**src/rtl/mb_crc3_tx.sv**
```systemverilog
// CRC-3 serial transmitter for G(x) = x^3 + x + 1. It sends the payload MSB first, then the 3-bit remainder.
// Optional feature: define MB_CRC3_TX_INJECT_EN to add Inject_Err, which corrupts the last CRC bit on the line.
module mb_crc3_tx #(
  parameter int DATA_W = 8
) (
  input  logic              GCLK,
  input  logic              CLEAR_bar,
  input  logic              Load,
  input  logic [DATA_W-1:0] Data_In,
`ifdef MB_CRC3_TX_INJECT_EN
  input  logic              Inject_Err,
`endif
  output logic              Ready,
  output logic              Serial_Out,
  output logic              Select,
  output logic              Busy,
  output logic              Done
);

  typedef enum logic [1:0] {IDLE, DATA, CRC} state_t;

  // The counter also sequences the 3 CRC bits, so it needs at least 2 bits even when DATA_W is tiny.
  localparam int CNT_W = ($clog2(DATA_W + 1) < 2) ? 2 : $clog2(DATA_W + 1);
  localparam logic [CNT_W-1:0] DATA_LAST = CNT_W'(DATA_W - 1);
  localparam logic [CNT_W-1:0] CRC_FIRST = CNT_W'(2);

  state_t             state, state_nxt;
  logic [DATA_W-1:0]  shreg, shreg_nxt;
  logic [CNT_W-1:0]   cnt, cnt_nxt;
  logic [2:0]         lfsr, lfsr_nxt;
  logic               ser_nxt, sel_nxt;
  logic               fb;
  logic               accept;
  logic               inj_q;

  assign Busy   = (state != IDLE);
  assign Done   = (state == CRC) && (cnt == '0);
  assign Ready  = (state == IDLE) || Done;
  assign accept = Load && Ready;

`ifdef MB_CRC3_TX_INJECT_EN
  always_ff @(posedge GCLK or negedge CLEAR_bar) begin
    if (!CLEAR_bar)
      inj_q <= 1'b0;
    else if (accept)
      inj_q <= Inject_Err;
  end
`else
  assign inj_q = 1'b0;
`endif

  // The serial and select outputs are precomputed here for the following cycle.
  always_comb begin
    state_nxt = state;
    shreg_nxt = shreg;
    cnt_nxt   = cnt;
    lfsr_nxt  = lfsr;
    ser_nxt   = 1'b0;
    sel_nxt   = 1'b0;
    fb        = shreg[DATA_W-1] ^ lfsr[2];
    case (state)
      DATA: begin
        lfsr_nxt  = {lfsr[1], lfsr[0] ^ fb, fb};
        shreg_nxt = shreg << 1;
        if (cnt != '0) begin
          cnt_nxt = cnt - 1'b1;
          ser_nxt = shreg_nxt[DATA_W-1];
          sel_nxt = 1'b1;
        end else begin
          state_nxt = CRC;
          cnt_nxt   = CRC_FIRST;
          ser_nxt   = lfsr_nxt[2];
        end
      end
      CRC: begin
        lfsr_nxt = {lfsr[1], lfsr[0], 1'b0};
        if (cnt != '0) begin
          cnt_nxt = cnt - 1'b1;
          ser_nxt = lfsr_nxt[2] ^ (inj_q && (cnt == CNT_W'(1)));
        end else begin
          state_nxt = IDLE;
        end
      end
      default: ;
    endcase
    // An accepted Load from idle or from the last CRC cycle always starts a fresh frame.
    if (accept) begin
      state_nxt = DATA;
      shreg_nxt = Data_In;
      cnt_nxt   = DATA_LAST;
      lfsr_nxt  = 3'b000;
      ser_nxt   = Data_In[DATA_W-1];
      sel_nxt   = 1'b1;
    end
  end

  always_ff @(posedge GCLK or negedge CLEAR_bar) begin
    if (!CLEAR_bar) begin
      state      <= IDLE;
      shreg      <= '0;
      cnt        <= '0;
      lfsr       <= 3'b000;
      Serial_Out <= 1'b0;
      Select     <= 1'b0;
    end else begin
      state      <= state_nxt;
      shreg      <= shreg_nxt;
      cnt        <= cnt_nxt;
      lfsr       <= lfsr_nxt;
      Serial_Out <= ser_nxt;
      Select     <= sel_nxt;
    end
  end

endmodule

```
**config.mk**
```make
export PLATFORM = sky130hd
export DESIGN_NAME = mb_crc3_tx
export DESIGN_NICKNAME = d
export VERILOG_FILES = /design/src/rtl/mb_crc3_tx.sv
export SDC_FILE = /design/constraint.sdc
export NUM_CORES = 1
export LEC_CHECK = 0
export CORE_MARGIN = 4
export CORE_UTILIZATION = 28
export DETAILED_ROUTE_END_ITERATION = 6
export PLACE_DENSITY = 0.53
export SYNTH_ARGS = -nofsm -noshare
export SYNTH_HDL_FRONTEND = slang
export SYNTH_SLANG_ARGS = --single-unit
```
**constraint.sdc**
```tcl
create_clock -name GCLK -period 1.6 [get_ports GCLK]
set_input_delay 0.16 -clock GCLK [delete_from_list [all_inputs] [get_ports GCLK]]
set_output_delay 0.16 -clock GCLK [all_outputs]
set_load 0.02 [all_outputs]
```
==> results.md, run 1 <==
* Tmin final at 1.701 ns
* Total Wirelength at 2.368 mm
* H-tree depth at 1
* Yosys cell types at 31
* Crit path capture type: flip-flop
* Area delta synth->final at 42.93%
* Status: complete, but fails checks
* Routed len/inst at 13.08 um
* Top FF cell, synth: dfrtp_1
* Vias in the first global route at 869
* Initial antenna violation count at 0
* Inserted Clock Buffers at 3
* Ant. Diodes at 0
* Layout cell share with drive strength beyond 1 at 31.11%
* Total power at 0.7759 mW
* Asr flop ratio synth at 100.0%
* Clk sinks at 19
* Synth warn at 0
* Layout Nets at 151
* Synth Cell Area at 999.7 um2
* Worst-Skew Late Latency at 0.31 ns
* Commonest cells after routing, fill and taps aside: dfrtp_1 (19), buf_4 (17), nand2_1 (15), clkdlybuf4s50_1 (12), o21ai_1 (9)
* Number of synthesized flops with an enable pin at 0
* Pre-CTS WS at -0.1495 ns
* Worst R2R Start: cnt[0]
* Starting density of the core at 29.49%
* Avg Synthesized Cell Area at 9.898 um2
* DRT iter0 DRCs at 20
* Rel. slew slack at 80.68%
* Buffers on Ports at 15
* Fmax at 588.0 MHz
* Dpl hpwl at 1.536 mm
* Non-Filler Instances at 181
* Final Hold Fails at 0
* Via/cell ratio at 4.685
* Failing checks: negative setup slack
* Antenna Violating Nets Remaining at 0
* Worst setup startpoint: cnt[0]
* First-pass GRT wire length at 3.746 mm
* Die area at 4590 um2
* Worst setup SP type: flip-flop
* Fin crit share at 106.3%
* Leak at 0.5705 nW
* Tightest Pin Transition at 0.2887 ns
* R2R cell count at 7
* Register bit total from synthesis at 19
* Worst EP required at 1.80 ns
* Root buffer cell: clkbuf_4
* Reg2reg setup slack at -0.10 ns
* CTS tree: done
* Post-Syn Instances at 101
* Die height at 67.75 um
* Max-cap violations at 0
* Gr usage total at 10.86%
* Pin count of the biggest net entering global routing at 20
* DRT Pass-1 Iters at 4
* GPL Wtd Cong at 0.7982
* Final Slew Violations at 0
* Cts hold-fix bufs at 0
* Critical path fanouts, max at 3
* FF-to-FF End: cnt[0]
* Worst Setup EP: cnt[0]
* Residual DRC at 0
* RSZ-0062 raised after global routing: yes
* Mapped Nets at 116
* Worst path arrival time at 1.90 ns
* Placed Cells at 173
* Commonest non-fill, non-tap cell in the layout: dfrtp_1
* Chip width at 67.75 um
* Vias at 848
* Core ar. at 3390 um2
* Worst hold-check path type: in2async
* VDD IR max at 0.0001897 V
* Final setup violation count at 4
* Clock Path Buffers at 2
* Final WS setup at -0.1007 ns
* Register area share after synthesis at 47.56%
* Fin Clk Skew at 0.01110 ns
* Total gr overflow at 0
* Fillers at 330
* Pwr per Cell Area at 543.0 nW/um2
* Clk slew on worst S/H paths at 0.12 ns
* Num rows at 21
* I/O Pins at 16
* Critical path class: reg2reg
==> area by class of cell <==
type	count	area (um2)	share of cell area (%)
Sequential cell	19	475.5	33.27
Timing Repair Buffer	35	331.6	23.20
Inverter	5	18.77	1.313
Multi-Input combinational cell	72	519.2	36.34
Clock buffer	4	26.28	1.839
Tap cell	46	57.56	4.028
==> logic make-up (layout without fill, tap and decap cells) <==
family / Yosys count / after routing / share of synthesized area (%)
fa+ha+maj: 4 / 4 / 5.006
buf+inv: 10 / 44 / 5.632
simple gates: 30 / 30 / 16.02
compound gates: 29 / 29 / 16.90
mux: 8 / 8 / 8.010
flops: 19 / 19 / 47.56
xor+xnor: 1 / 1 / 0.8763
==> metal layers <==
| metal | track usage (%) | vias up | routed length, um |
|---|---|---|---|
| met4 | 6.582 | 0 | 57 |
| met3 | 1.664 | 4 | 48 |
| met5 | 0 | - | 0 |
| met2 | 17.86 | 12 | 1155 |
| li1 | - | 422 | - |
| met1 | 13.24 | 410 | 1107 |
==> power by group <==
group | total [mW] | leakage [nW] | internal, mW | switching, mW
Combinational | 0.0377 | 0.368 | 0.0230 | 0.0147
Sequential | 0.480 | 0.187 | 0.480 | 0
Clock | 0.258 | 0.0150 | 0.0973 | 0.161
==> worst min path at each step <==
stage	to	from	cells after the start	slack, ns
floorplan	Select	CLEAR_bar	0	-0.14
global placement	shreg[0]	shreg[0]	2	0.51
detailed placement	shreg[0]	shreg[0]	2	0.51
CTS	Select	CLEAR_bar	2	0.18
global route	Select	CLEAR_bar	2	0.18
finish	Select	CLEAR_bar	2	0.17
==> synthesized netlist by cell type (all sizes together) (2+ instances only) <==
| cell type | count | area [um2] |
|---|---|---|
| o21ai | 14 | 70.06 |
| or2 | 2 | 12.52 |
| nand2 | 15 | 56.30 |
| buf | 4 | 32.53 |
| dfrtp | 19 | 475.5 |
| mux2i | 8 | 80.08 |
| ha | 4 | 50.05 |
| a21oi | 7 | 35.03 |
| inv | 5 | 18.77 |
| a221o | 2 | 20.02 |
| nor3 | 2 | 15.01 |
| nor2 | 4 | 15.01 |
==> flip-flops by register name, summed over array words and instances (netlist names) <==
signal	count
shreg	8
cnt	4
Serial_Out	1
state	2
Select	1
lfsr	3
==> critical path, stage by stage (launching register included) <==
cell	delay [ns]
dfrtp_1	0.40
inv_1	0.06
ha_2	0.19
buf_6	0.10
or3b_4	0.38
o21ai_2	0.13
a21oi_2	0.07
a221o_1	0.27
==> metrics by stage <==
step,TNS (ns),utilization (%),area (um2),hold slack [ns]
finish,-0.2135,42.16,1429,0.1722
global placement,-0.2480,38.50,1305,0.5053
floorplan,-0.02178,-,1011,-0.1356
CTS,-0.1587,40.01,1356,0.1819
global route,-0.9546,42.16,1429,0.1790
detailed placement,-0.3128,38.50,1305,0.5094
==> repair_timing <==
action	in CTS	in global routing
cloned	0	1
resized for setup	18	15
setup buffers	2	1
setup endpoints to repair	7	17
pin swaps	5	2
hold endpoints to repair	0	0
(Power assumes the default switching activity.)
==> run 2: changes to the inputs <==
--- a/config.mk
+++ b/config.mk
@@ -5,7 +5,6 @@
 export SDC_FILE = /design/constraint.sdc
 export NUM_CORES = 1
 export LEC_CHECK = 0
-export CORE_MARGIN = 4
 export CORE_UTILIZATION = 28
 export DETAILED_ROUTE_END_ITERATION = 6
 export PLACE_DENSITY = 0.53
==> results.md, run 2 (synthesized netlist as in run 1, its figures left out) <==
* Critical path fanouts, max at 3
* Sequential Power Share at 62.1%
* Placed Cells at 173
* Starting density of the core at 29.49%
* Root buffer cell: clkbuf_4
* DRT Pass-1 Iters at 4
* First-pass GRT wire length at 3.318 mm
* Inserted Clock Buffers at 3
* Critical path class: reg2reg
* Chip width at 61.75 um
* Non-Filler Instances at 182
* Clock Path Buffers at 2
* Worst-Skew Late Latency at 0.30 ns
* Final Hold Fails at 0
* Fin crit share at 104.9%
* Ant. Diodes at 0
* H-tree depth at 1
* Layout cell share with drive strength beyond 1 at 33.82%
* Post-DP Area at 1305 um2
* Worst EP required at 1.79 ns
* Crit path capture type: flip-flop
* FF-to-FF End: cnt[0]
* Final setup violation count at 3
* Clock share of power at 32.9%
* CTS tree: done
* VDD IR max at 0.0001749 V
* Vias at 834
* Fmax at 596.1 MHz
* Cts hold-fix bufs at 0
* Clk sinks at 19
* Worst path arrival time at 1.87 ns
* Buffers on Ports at 15
* Die area at 3813 um2
* Worst setup startpoint: cnt[0]
* Total Wirelength at 2.239 mm
* Dpl hpwl at 1.479 mm
* GPL Wtd Cong at 0.8129
* Total gr overflow at 0
* Status: complete, but fails checks
* Layout Nets at 152
* Switching fraction of total power at 22.87%
* Int Power at 0.5963 mW
* Routed len/inst at 12.30 um
* Pin count of the biggest net entering global routing at 20
* Rel. slew slack at 81.08%
* Failing checks: negative setup slack
* Pwr per Cell Area at 535.9 nW/um2
* Worst hold-check path type: in2async
* Commonest non-fill, non-tap cell in the layout: dfrtp_1
* Comb pwr share at 5.0%
* Tmin final at 1.678 ns
* Final WS setup at -0.07771 ns
* RSZ-0062 raised after global routing: yes
* Worst setup SP type: flip-flop
* Final Slew Violations at 0
* Biggest regs: shreg: 8 flops, cnt: 4 flops, lfsr: 3 flops
* Worst R2R Start: cnt[0]
* Reg2reg setup slack at -0.08 ns
* Residual DRC at 0
* Die height at 61.75 um
* Fin Clk Skew at 0.002155 ns
* Gr usage total at 12.02%
* P_sw at 0.1768 mW
* Clk slew on worst S/H paths at 0.12 ns
* Cell area after layout at 1443 um2
* Initial antenna violation count at 0
* Via/cell ratio at 4.582
* Area delta synth->final at 44.30%
* Tightest Pin Transition at 0.2829 ns
* Num rows at 21
* R2R cell count at 7
* Commonest cells after routing, fill and taps aside: dfrtp_1 (19), buf_4 (17), nand2_1 (14), clkdlybuf4s50_1 (12), o21ai_1 (9)
* Antenna Violating Nets Remaining at 0
* Max FFs per register at 8
* I/O Pins at 16
* Max-cap violations at 0
* DRT iter0 DRCs at 28
* Leak at 0.5690 nW
* Core ar. at 3390 um2
* Vias in the first global route at 773
* Biggest register: shreg
==> run 2: cell count changes in the layout (fill, tap and decap cells not counted), sizes merged <==
cell,change
clkbuf,-1
clkinv,+1
buf,+1
==> run 2: layout make-up <==
type                    instances  area [um2]
fillers                       328        1947
multi-input cells              72       526.8
flip-flops and latches         19       475.5
repair buffers                 36       336.6
well taps                      46       57.56
clock buffers                   3       22.52
inverters                       5       18.77
clock inverters                 1       5.005
==> run 2: power groups by stage <==
| stage | sequential, mW | clock, mW | combinational, mW |
|---|---|---|---|
| floorplan | 0.489 | 0 | 0.000320 |
| global placement | 0.489 | 0 | 0.0381 |
| detailed placement | 0.489 | 0 | 0.0383 |
| CTS | 0.480 | 0.257 | 0.0386 |
| global route | 0.480 | 0.283 | 0.0416 |
| finish | 0.480 | 0.255 | 0.0384 |
==> run 2: worst max-delay path, cell delays in order (launching register included) <==
cell and delay (ns):
dfrtp_1 0.41, inv_2 0.08, ha_4 0.14, buf_6 0.09
or3b_4 0.38, o21ai_2 0.14, a21oi_2 0.07, a221o_1 0.26
==> run 2: worst max path at each step <==
stage / cells past startpoint / endpoint
after floorplan: 9 / shreg[2]
after global placement: 5 / Ready
after detailed placement: 5 / Ready
after CTS: 7 / cnt[0]
after global routing: 7 / cnt[0]
final: 7 / cnt[0]
==> run 2: metal layers <==
layer  up-vias  GRT usage (%)  share of wire [%]
li1        423              -                  -
met1       393          15.42                 46
met2        16          19.35                 49
met3         2          3.106                3.7
met4         0          4.762               0.94
met5         -              0                  0
==> run 2: per-stage QoR <==
step	worst slack [ns]	utilization, %	power, mW	hold WS, ns	setup TNS, ns
floorplan	-0.004355	-	0.4897	-0.1356	-0.02178
global placement	-0.1220	38.50	0.5274	0.5050	-0.2370
detailed placement	-0.1556	38.50	0.5276	0.5057	-0.3361
CTS	-0.1159	39.79	0.7761	0.1912	-0.2194
global route	-0.1125	42.56	0.8043	0.2017	-0.4426
finish	-0.07771	42.56	0.7730	0.1842	-0.1431
==> run 2: repair_timing <==
item / CTS / global route
cloned: 0 / 1
gates resized for setup: 14 / 20
setup endpoints to repair: 7 / 19
pin swaps: 4 / 5
setup buffers: 2 / 2
==> run 3: changes to the inputs <==
--- a/config.mk
+++ b/config.mk
@@ -5,9 +5,10 @@
 export SDC_FILE = /design/constraint.sdc
 export NUM_CORES = 1
 export LEC_CHECK = 0
-export CORE_UTILIZATION = 28
+export CORE_UTILIZATION = 46
 export DETAILED_ROUTE_END_ITERATION = 6
-export PLACE_DENSITY = 0.53
+export GPL_ROUTABILITY_DRIVEN = 0
+export PLACE_DENSITY = 0.77
 export SYNTH_ARGS = -nofsm -noshare
 export SYNTH_HDL_FRONTEND = slang
 export SYNTH_SLANG_ARGS = --single-unit
==> results.md, run 3 (synthesized netlist as in run 1, its figures left out) <==
* Routed len/inst at 14.84 um
* Clk slew on worst S/H paths at 0.11 ns
* R2R cell count at 6
* P_sw at 0.1715 mW
* Core ar. at 2002 um2
* Cell mode on critical path: o21ai_1
* VDD IR max at 0.0005571 V
* Worst R2R Start: state[1]
* Total gr overflow at 0
* Starting density of the core at 49.94%
* Final Hold Fails at 0
* Gr usage total at 21.49%
* Total Wirelength at 2.360 mm
* Worst EP required at 1.83 ns
* Via/cell ratio at 5.453
* DRT iter0 DRCs at 21
* Fin crit share at 105.7%
* I/O Pins at 16
* Commonest non-fill, non-tap cell in the layout: dfrtp_1
* Commonest cells after routing, fill and taps aside: dfrtp_1 (19), nand2_1 (15), buf_4 (15), clkdlybuf4s50_1 (12), mux2i_1 (8)
* Ant. Diodes at 0
* FF-to-FF End: Serial_Out
* Cell area after layout at 1385 um2
* Antenna Violating Nets Remaining at 0
* Worst path cell trace: ha_4, and4bb_4, buf_4, o21ai_1, nand2_1, o21ai_1
* Comb pwr share at 4.8%
* Critical path's largest stage delay at 0.44 ns
* Tmin final at 1.692 ns
* Vias at 867
* Area of the multi-input gates at 525.5 um2
* Tightest Pin Transition at 0.4144 ns
* RSZ-0062 raised after global routing: yes
* Rel. slew slack at 72.19%
* Critical path class: reg2reg
* Clk sinks at 19
* Critical path fanouts, max at 5
* Dpl hpwl at 1.545 mm
* First-pass GRT wire length at 3.815 mm
* Final Slew Violations at 0
* Worst setup startpoint: state[1]
* Final WS setup at -0.09199 ns
* Leak at 0.5532 nW
* H-tree depth at 1
* Worst setup SP type: flip-flop
* Reg2reg setup slack at -0.09 ns
* Pwr per Cell Area at 557.3 nW/um2
* Residual DRC at 0
* Die area at 2364 um2
* Buffers on Ports at 15
* Post-DP Area at 1266 um2
* Clock Path Buffers at 2
* Sequential Power Share at 62.2%
* Worst Setup EP: Serial_Out
* Worst-Skew Late Latency at 0.31 ns
* Die height at 48.62 um
* Layout Nets at 148
* Crit path capture type: flip-flop
* Fin Clk Skew at 0.005469 ns
* Layout cell share with drive strength beyond 1 at 30.30%
* Status: complete, but fails checks
* DRT Pass-1 Iters at 4
* Slowest library cell on the worst path: dfrtp_1
* Root buffer cell: clkbuf_4
* Failing checks: negative setup slack
* Biggest regs: shreg: 8 flops, cnt: 4 flops, lfsr: 3 flops
* Area delta synth->final at 38.55%
* Clock share of power at 33.0%
* Pin count of the biggest net entering global routing at 20
* Worst path arrival time at 1.92 ns
* Max-cap violations at 0
* Inserted Clock Buffers at 3
* Total power at 0.7719 mW
* CTS tree: done
* Switching fraction of total power at 22.22%
* Chip width at 48.62 um
* Fillers at 150
* Int Power at 0.6004 mW
* Seq. cell area at 475.5 um2
* Vias in the first global route at 857
* Initial antenna violation count at 0
* Max FFs per register at 8
* Worst hold-check path type: in2async
* Biggest register: shreg
* Fmax at 591.0 MHz
* Num rows at 16
* Final setup violation count at 3
==> run 3: routing by layer <==
metal,part of all wire [%],track usage (%),wire (um),vias to the layer above
li1,-,-,-,412
met1,41,24.95,979,419
met2,53,38.66,1246,27
met3,2.5,2.830,60,9
met4,3.1,10.29,73,0
met5,0,0,0,-
==> run 3: final cells by class <==
type	instances	area share [%]
Multi-Input combinational cell	72	37.94
Sequential cell	19	34.33
Timing Repair Buffer	32	22.04
Tap cell	27	2.439
Clock buffer	4	1.897
Inverter	5	1.355
==> run 3: critical path, delay by kind of cell (launching register included) <==
kind	cells	cell delay (ns)
and+or+nand+nor	2	0.32
AOI/OAI and AO/OA	2	0.53
buffers and inverters	1	0.15
adders and majority gates	1	0.18
DFF	1	0.44
==> run 3: metrics by stage <==
stage                     instances  TNS [ns]  utilization, %  worst slack, ns  hold slack, ns
after global placement          152   -0.1986           63.25          -0.1172          0.5032
after CTS                       157   -0.2853           65.00          -0.1203          0.1741
final                           159   -0.2157           69.19         -0.09199          0.1627
after floorplan                 101  -0.02178               -        -0.004355         -0.1356
after global routing            159   -0.8396           69.19          -0.1659          0.1933
after detailed placement        152   -0.4156           63.25          -0.1632          0.5147
==> run 3: worst min path at each step <==
| stage | startpoint | to | slack (ns) | depth (start not counted) |
|---|---|---|---|---|
| floorplan | CLEAR_bar | Select | -0.14 | 0 |
| global placement | shreg[0] | shreg[0] | 0.50 | 2 |
| detailed placement | CLEAR_bar | cnt[3] | 0.51 | 2 |
| CTS | CLEAR_bar | Select | 0.17 | 2 |
| global route | CLEAR_bar | cnt[3] | 0.19 | 2 |
| finish | CLEAR_bar | cnt[3] | 0.16 | 2 |
==> run 3: what timing repair did <==
action,in CTS,in global routing
pin swaps,5,3
cloned,0,1
endpoints found under the setup margin,7,20
setup buffers,1,1
endpoints found under the hold margin,0,0
hold buffers,0,0
gates resized for setup,15,18
==> run 3: power by group through the flow <==
stage	combinational [mW]	sequential (mW)	clock [mW]
2_1_floorplan	0.000320	0.489	0
3_3_place_gp	0.0374	0.489	0
3_5_place_dp	0.0382	0.489	0
4_1_cts	0.0383	0.480	0.255
5_1_grt	0.0410	0.480	0.276
6_report	0.0372	0.480	0.255
